`src/rtl/shared_reg_arbiter_pkg.sv`:
```
// rtl/shared_reg_arbiter_pkg.sv - shared types and defaults for the shared register arbiter
package shared_reg_arb_pkg;

  typedef enum logic [1:0] {
    IDLE  = 2'd0,
    GRANT = 2'd1,
    STALL = 2'd2
  } arb_state_t;

  localparam int N_REQ_DEF = 4;
  localparam int WIDTH_DEF = 8;

endpackage

```
`src/rtl/shared_reg_arbiter_rr_pick.sv`:
```
// rtl/shared_reg_arbiter_rr_pick.sv - combinational rotating priority encoder
module rr_pick #(
  parameter int N_REQ = 4,
  parameter int IW    = $clog2(N_REQ)
) (
  input  logic [N_REQ-1:0] elig,
  input  logic [IW-1:0]    ptr,
  output logic [N_REQ-1:0] onehot,
  output logic [IW-1:0]    idx,
  output logic             any_elig
);

  int j;

  // Walk offsets from farthest to nearest so the index closest to ptr is written last.
  always_comb begin
    idx      = '0;
    any_elig = 1'b0;
    j        = 0;
    for (int i = N_REQ - 1; i >= 0; i--) begin
      j = int'(ptr) + i;
      if (j >= N_REQ) j = j - N_REQ;
      if (elig[j]) begin
        any_elig = 1'b1;
        idx      = IW'(j);
      end
    end
    onehot = '0;
    if (any_elig) onehot[idx] = 1'b1;
  end

endmodule

```
`src/rtl/shared_reg_arbiter.sv`:
```
// rtl/shared_reg_arbiter.sv - round-robin writer of one shared register among N_REQ requesters
module shared_reg_arbiter
  import shared_reg_arb_pkg::*;
#(
  parameter int N_REQ = N_REQ_DEF,
  parameter int WIDTH = WIDTH_DEF
) (
  input  logic                     clock,
  input  logic                     reset,
  input  logic [N_REQ-1:0]         req,
  input  logic [N_REQ*WIDTH-1:0]   wdata,
  input  logic                     hold,
  output logic [N_REQ-1:0]         gnt,
  output logic [$clog2(N_REQ)-1:0] gnt_id,
  output logic [WIDTH-1:0]         q,
  output logic                     busy
);

  localparam int IW = $clog2(N_REQ);

  arb_state_t       state, state_nxt;
  logic [IW-1:0]    ptr, ptr_nxt;
  logic [N_REQ-1:0] gnt_nxt;
  logic [IW-1:0]    gnt_id_nxt;
  logic [WIDTH-1:0] q_nxt;
  logic [N_REQ-1:0] elig;
  logic [N_REQ-1:0] win_oh;
  logic [IW-1:0]    win_idx;
  logic             win_any;

  // The requester being acknowledged still has req high this cycle; keep it out.
  assign elig = req & ~gnt;

  rr_pick #(
    .N_REQ (N_REQ),
    .IW    (IW)
  ) u_pick (
    .elig     (elig),
    .ptr      (ptr),
    .onehot   (win_oh),
    .idx      (win_idx),
    .any_elig (win_any)
  );

  always_comb begin
    state_nxt  = IDLE;
    gnt_nxt    = '0;
    gnt_id_nxt = gnt_id;
    q_nxt      = q;
    ptr_nxt    = ptr;
    if (hold) begin
      state_nxt = STALL;
    end else if (win_any) begin
      state_nxt  = GRANT;
      gnt_nxt    = win_oh;
      gnt_id_nxt = win_idx;
      q_nxt      = wdata[win_idx*WIDTH +: WIDTH];
      ptr_nxt    = (win_idx == IW'(N_REQ - 1)) ? '0 : win_idx + 1'b1;
    end
  end

  always_ff @(posedge clock) begin
    if (reset) begin
      state  <= IDLE;
      ptr    <= '0;
      gnt    <= '0;
      gnt_id <= '0;
      q      <= '0;
    end else begin
      state  <= state_nxt;
      ptr    <= ptr_nxt;
      gnt    <= gnt_nxt;
      gnt_id <= gnt_id_nxt;
      q      <= q_nxt;
    end
  end

  assign busy = (state == GRANT);

endmodule
```
`config.mk`:
```
export PLATFORM = sky130hd
export DESIGN_NAME = shared_reg_arbiter
export DESIGN_NICKNAME = d
export VERILOG_FILES = /design/src/rtl/shared_reg_arbiter_pkg.sv /design/src/rtl/shared_reg_arbiter_rr_pick.sv /design/src/rtl/shared_reg_arbiter.sv
export SDC_FILE = /design/constraint.sdc
export NUM_CORES = 1
export LEC_CHECK = 0
export BUFFER_PORTS_ARGS = -buffer_cell sky130_fd_sc_hd__buf_2
export CAP_MARGIN = 20
export CORE_UTILIZATION = 35
export CTS_CLUSTER_SIZE = 40
export DETAILED_ROUTE_END_ITERATION = 7
export PLACE_DENSITY = 0.66
export SYNTH_ARGS = -nofsm -noshare
export SYNTH_HDL_FRONTEND = slang
export SYNTH_SLANG_ARGS = --single-unit
```
`constraint.sdc`:
```
create_clock -name clock -period 2.6 [get_ports clock]
set_input_delay 0.13 -clock clock [delete_from_list [all_inputs] [get_ports clock]]
set_output_delay 0.13 -clock clock [all_outputs]
set_load 0.1 [all_outputs]
```
* Word level (Yosys, flattened, before mapping)
Index checks and enable logic that the tools add are counted.
** Operators by class
- $add $sub $neg :: 8
- Magnitude comparators :: 10
- Equality and inequality tests :: 2
- Shift-type cells :: 1
- Muxes and demuxes :: 29
- Bitwise gates (word level) :: 4
- Reduce and logical (&&, ||, !) cells :: 4
** Operators with widths (count)
- 32-bit by 4-bit less-than comparator with 1-bit output (second input constant) :: 4
- 32-bit two-way mux :: 4
- 32-bit by 4-bit greater-or-equal comparator with 1-bit output (second input constant) :: 3
- 32-bit by 4-bit subtractor with 32-bit output (second input constant) :: 3
- 32-bit by 6-bit variable part select with 8-bit output :: 1
- 1-bit two-way mux :: 14
- 2-bit two-way mux :: 6
- 1-bit binary-select mux with 2-bit select :: 4
- 2-bit by 2-bit adder with 3-bit output (second input constant) :: 2
- 4-bit AND :: 1
- 4-bit inverter :: 1
- 2-bit by 3-bit subtractor with 4-bit output (second input constant) :: 1
- 2-bit by 1-bit adder with 3-bit output (second input constant) :: 1
- 2-bit by 3-bit greater-or-equal comparator with 1-bit output (second input constant) :: 1
- 2-bit by 3-bit less-than comparator with 1-bit output (second input constant) :: 1
- 3-bit OR reduction :: 1
- 2-bit by 1-bit adder with 2-bit output (second input constant) :: 1
- 1-bit demux with 2-bit select :: 1
- 2-bit by 1-bit equality test with 1-bit output (second input constant) :: 1
- 2-bit equality test (second input constant) :: 1
- 2-bit by 1-bit greater-or-equal comparator with 1-bit output (second input constant) :: 1
- 1-bit inverter :: 2
- 2-bit AND reduction :: 1
- 2-bit OR reduction :: 1
- 1-bit logical AND :: 1
** Word-level totals
- Register bits after elaboration :: 18
- Output and inout port bits :: 15
- Logic and storage cells :: 64

* Longest topological paths before layout
- Depth in word-level cells :: 14
- Mapped depth :: 8

* Cells and area by module
From an unflattened synthesis, not the netlist that was laid out.
** Unflattened totals
- Cells, all modules :: 102
- Area total of the unflattened synthesis :: 1036.0 µm²
** By module, submodules not included
- shared_reg_arbiter :: instances 1, cells an instance 69, area each 824.5 µm², sequential area each 360.3 µm²
- rr_pick :: instances 1, cells an instance 33, area each 211.5 µm², sequential area each 0.0 µm²

* Worst setup path after synthesis
No wires, ideal clock.
- Path type :: reg-to-reg
- From :: register gnt[2]
- To :: register ptr[1]
- Arrival time :: 2.418 ns
- Required time :: 2.486 ns
- Path slack :: 0.067 ns
- Cell stages (with the launch flop) :: 9
- Path buffers :: 1
- Clock period less this slack :: 2.533 ns
- Cell sequence :: dfxtp_1 > nand2b_4 > buf_6 > a311oi_2 > o32ai_4 > inv_4 > ha_1 > a21oi_1 > nor2_1
** Between the ends
- Word-level cells in the longest chain between the ends :: 11
- Elaborated cells on any way between the ends :: 26
** RTL lines
- start, declared :: line shared_reg_arbiter.sv:13 : output logic [N_REQ-1:0] gnt,
- start signal, assigned :: line shared_reg_arbiter.sv:72 : gnt <= gnt_nxt;
- 4-bit inverter (*) :: line shared_reg_arbiter.sv:32 : assign elig = req & ~gnt;
- 4-bit AND (*) :: line shared_reg_arbiter.sv:32
- 1-bit binary-select mux with 2-bit select :: line shared_reg_arbiter_rr_pick.sv:23 : if (elig[j]) begin
- 1-bit two-way mux (not written as such) (2 in a row) :: line shared_reg_arbiter_rr_pick.sv:23
- 2-bit two-way mux (3 in a row) :: line shared_reg_arbiter_rr_pick.sv:23
- 2-bit two-way mux (*) :: line shared_reg_arbiter_rr_pick.sv:23
- via u_pick.idx[1] :: line shared_reg_arbiter_rr_pick.sv:9 : output logic [IW-1:0] idx,
- 2-bit by 1-bit adder with 2-bit output or 2-bit equality test (tied branches) :: line shared_reg_arbiter.sv:58 : ptr_nxt = (win_idx == IW'(N_REQ - 1)) ? '0 : win_idx + 1'b1;
- 2-bit two-way mux (*) :: line shared_reg_arbiter.sv:58
- end signal, assigned :: line shared_reg_arbiter.sv:71 : ptr <= ptr_nxt;
- end, declared :: line shared_reg_arbiter.sv:22 : logic [IW-1:0] ptr, ptr_nxt;
Mark *: on every way through the listed nets, which the timed path passes. The rest lies on a longest branch. The select of a mux whose other input is x is not followed.
A chain may end at the register's enable or synchronous reset.

* Worst setup path after layout
- From :: register gnt[3]
- To :: register q[0]
** Between the ends
- Word-level cells in the longest chain between the ends :: 10
- Elaborated cells on any way between the ends :: 24
** RTL lines
- 4-bit inverter (*) :: line shared_reg_arbiter.sv:32
- 4-bit AND (*) :: line shared_reg_arbiter.sv:32
- 1-bit binary-select mux with 2-bit select :: line shared_reg_arbiter_rr_pick.sv:23
- 1-bit two-way mux (not written as such) (2 in a row) :: line shared_reg_arbiter_rr_pick.sv:23
- 2-bit two-way mux or 1-bit two-way mux (tied branches) (4 in a row) :: line shared_reg_arbiter_rr_pick.sv:23
- 32-bit by 6-bit variable part select with 8-bit output or 2-bit AND reduction (tied branches)
- end signal, assigned :: line shared_reg_arbiter.sv:74 : q <= q_nxt;
- end, declared :: line shared_reg_arbiter.sv:15 : output logic [WIDTH-1:0] q,
Every way passes the cells marked *; elsewhere a longest branch is shown, timed or not. The select of a mux whose other input is x is not followed.

==> metrics.md <==
| Metric | Value |
|---|---|
| Final period util | 77.28% |
| Post-synthesis async set-or-reset flop share | 0% |
| Vias in the first global route | around 1.1k |
| DP HPWL | between 2000 and 2500 um |
| Critical path peak fanout | 18 |
| Iteration count of the initial detailed-routing pass | 4 |
| Buffers added on ports | 53 |
| Critical-path cell list | nor2b_4, o221ai_2, a21oi_4, inv_6, a211oi_1, o31ai_2 |
| Core Box Area | about 3400 um2 |
| Logic pwr share | 50.1% |
| Part of the power in the clock network | approximately 18% |
| Post-CTS Hold Fix Bufs | 0 |
| Setup bufs post-CTS | 0 |
| Max-cap violations | 0 |
| Yosys warns | 0 |
| Routed Antenna Nets | 0 |
| GPL Wtd Cong | around 0.83 |
| Syn Area/Cell | 9.634 um2 |
| NetSw | approximately 480 uW |
| Layout cells sized above 1 | approximately half |
| Largest net degree at the start of global routing | 19 |
| Row cnt | 21 |
| Register area share after synthesis | approximately 29% |
| Cells after synthesis | 130 |
| Power density cells | 650.0 nW/um2 |
| Nets@finish | roughly 230 |
| Syn nets | 173 |
| Unrepaired setup endpoints after global routing | no |
| Skew final | 0.01028 ns |
| Sw Share | a little under half |
| Setup CP Type | flop to flop |
| Worst setup EP type | flop |
| GRT Util Overall | 16.61% |
| Ant diodes | 0 |
| Placed instance area | 1518 um2 |
| CTS tree | yes |
| Longest Clk Path Bufs | 2 |
| Fin area | approximately 1600 um2 |
| Chip width | slightly above 60 um |
| First-pass GRT wire length | roughly 4600 um |
| CP top delay family | compound AO/OA/AOI/OAI gates |
| H-tree depth | 1 |
| Top cells by area, synth | dfxtp_1 29%, a211oi_1 10%, a211oi_2 8.0% |
| Clock sink total | 18 |
| Number of synthesized flops with an enable pin | 0 |
| DR DRC count | 0 |
| Most common cell after layout, fill and taps aside | buf_2 |
| Synthesis-stage register bit count | 18 |
| Buffers & Inverters on Critical Path | 1 |
| Layout Cells excl Fill | 227 |
| Maximum vdd drop | 296.7 uV |
| Prevailing post-synth register cell | dfxtp_1 |
| Post-layout min period | roughly 2.0 ns |
| CTS clock-pin slew for the worst setup and hold paths | about 0.12 ns |
| Achievable Freq | between 400 and 500 MHz |
| # IOs | 54 |
| Setup Viol. Count Final | 0 |
| CTS-repair resized insts | 0 |
| Slowest-stage cell, CP | o221ai_2 |
| Die Ht | 61.82 um |
| Area Overhead vs Synth | 24.08% |
| Routed WL | 3109 um |
| Arr. time, crit path | ~2.2 ns |
| Startpoint types | flop |
| Drt wl/cell | approximately 14 um |
| Post-layout util | 45.85% |
| Static Leak | between 0.6 and 0.7 nW |
| R2R Setup Slk | a little under 0.6 ns |
| Outcome | complete, no violations |
| Measured slew at the worst slew-check pin | roughly 0.8 ns |
| Final Hold Fails | 0 |
| TritonCTS Buffers | 3 |
| Worst EP required | roughly 2.8 ns |
| Inst Count DP | around 220 |
| Initial Utilization | 36.95% |
| CP peak stage delay | roughly 0.37 ns |
| Final slew viol count | 0 |
| Hold WC Path Type | input pin to flop |
| Vias | ~1.1k |
| Clk_lat worst skew | approximately 0.30 ns |
| Slew headroom | between 40% and 50% |
| Total power | a little over 1 mW |
| Setup total negative slack | 0 ns |
| Commonest non-fill, non-tap cells in the layout | 53 x buf_2, 18 x dfxtp_1, 17 x a211oi_1, 11 x inv_1, 9 x a21oi_1 |
| Initial antenna violation count | 0 |
| Avg Vias per Cell | ~5.0 |
| Netlist cell types | 30 |
| Clock root cell | clkbuf_4 |
| Syn Std Cell Area | about 1300 um2 |
| Die Area | around 3800 um2 |
| Initial drt markers | between 40 and 50 |
| Gr ovfl total | 0 |
| Int Power | about 530 uW |
| Post-synth top area share | 28.77% |
| Reg power frac | 32.3% |
| Post-synth top area cell | dfxtp_1 |
==> final timing paths <==
path / startpoint / end / cells after the start
setup / recovery: gnt[3] / q[0] / 6
hold / removal: reset / ptr[0] / 2
setup reg to reg: gnt[3] / q[0] / 6
hold reg to reg: q[7] / q[7] / 2
==> kinds of logic after synthesis <==
logic type	share of synthesized area [%]
and+or+nand+nor	13.99
buffers and inverters	9.691
DFF	28.77
adders and majority gates	3.996
AOI/OAI and AO/OA	41.96
muxes	1.598
==> through the flow <==
stage | hold WS, ns | worst slack [ns]
after global routing | 0.07240 | 0.4289
final | 0.07522 | 0.5907
after CTS | 0.07119 | 0.5878
after detailed placement | 0.3904 | 0.6149
after global placement | 0.3858 | 0.7088
after floorplan | 0.2016 | 0.06741
==> sequential cells by signal (all words and copies together), names as in the netlist <==
name / count
gnt: 4
q: 8
state: 2
ptr: 2
gnt_id: 2
==> power by group through the flow <==
stage               Clock [mW]  Combinational [mW]  Sequential [mW]
floorplan                    0               0.250            0.504
global placement             0               0.500            0.331
detailed placement           0               0.507            0.333
CTS                      0.187               0.509            0.327
global route             0.194               0.541            0.331
finish                   0.178               0.506            0.326
==> area by class of cell <==
cell class / instances / area, um2
fill: 344 / 1836
multi-input combinational: 92 / 770.7
sequential: 18 / 360.3
timing repair buffer: 54 / 272.8
tap: 46 / 57.56
inverter: 13 / 56.30
clock buffer: 4 / 36.28
==> layer usage <==
metal | GRT usage, % | vias to the layer above | wire [um]
met5 | 0 | - | 0
met3 | 2.070 | 4 | 143
li1 | - | 580 | -
met2 | 30.41 | 32 | 1645
met1 | 19.90 | 523 | 1276
met4 | 5.714 | 0 | 44
==> cell usage after synthesis, drive strengths merged (4+ instances only) <==
library cell,n
dfxtp,18
nand2b,4
nor2,8
o21ai,8
and2,4
nor2b,4
a21oi,10
ha,4
buf,7
nand2,8
a211oi,25
o31ai,8
inv,13
==> worst register-to-register path: stages, from the launching register on <==
cell and delay, ns:
dfxtp_1 0.35, nor2b_4 0.27, o221ai_2 0.38, a21oi_4 0.35, inv_6 0.12, a211oi_1 0.34
o31ai_2 0.09
No activity file was read; power rests on OpenSTA's default activity.
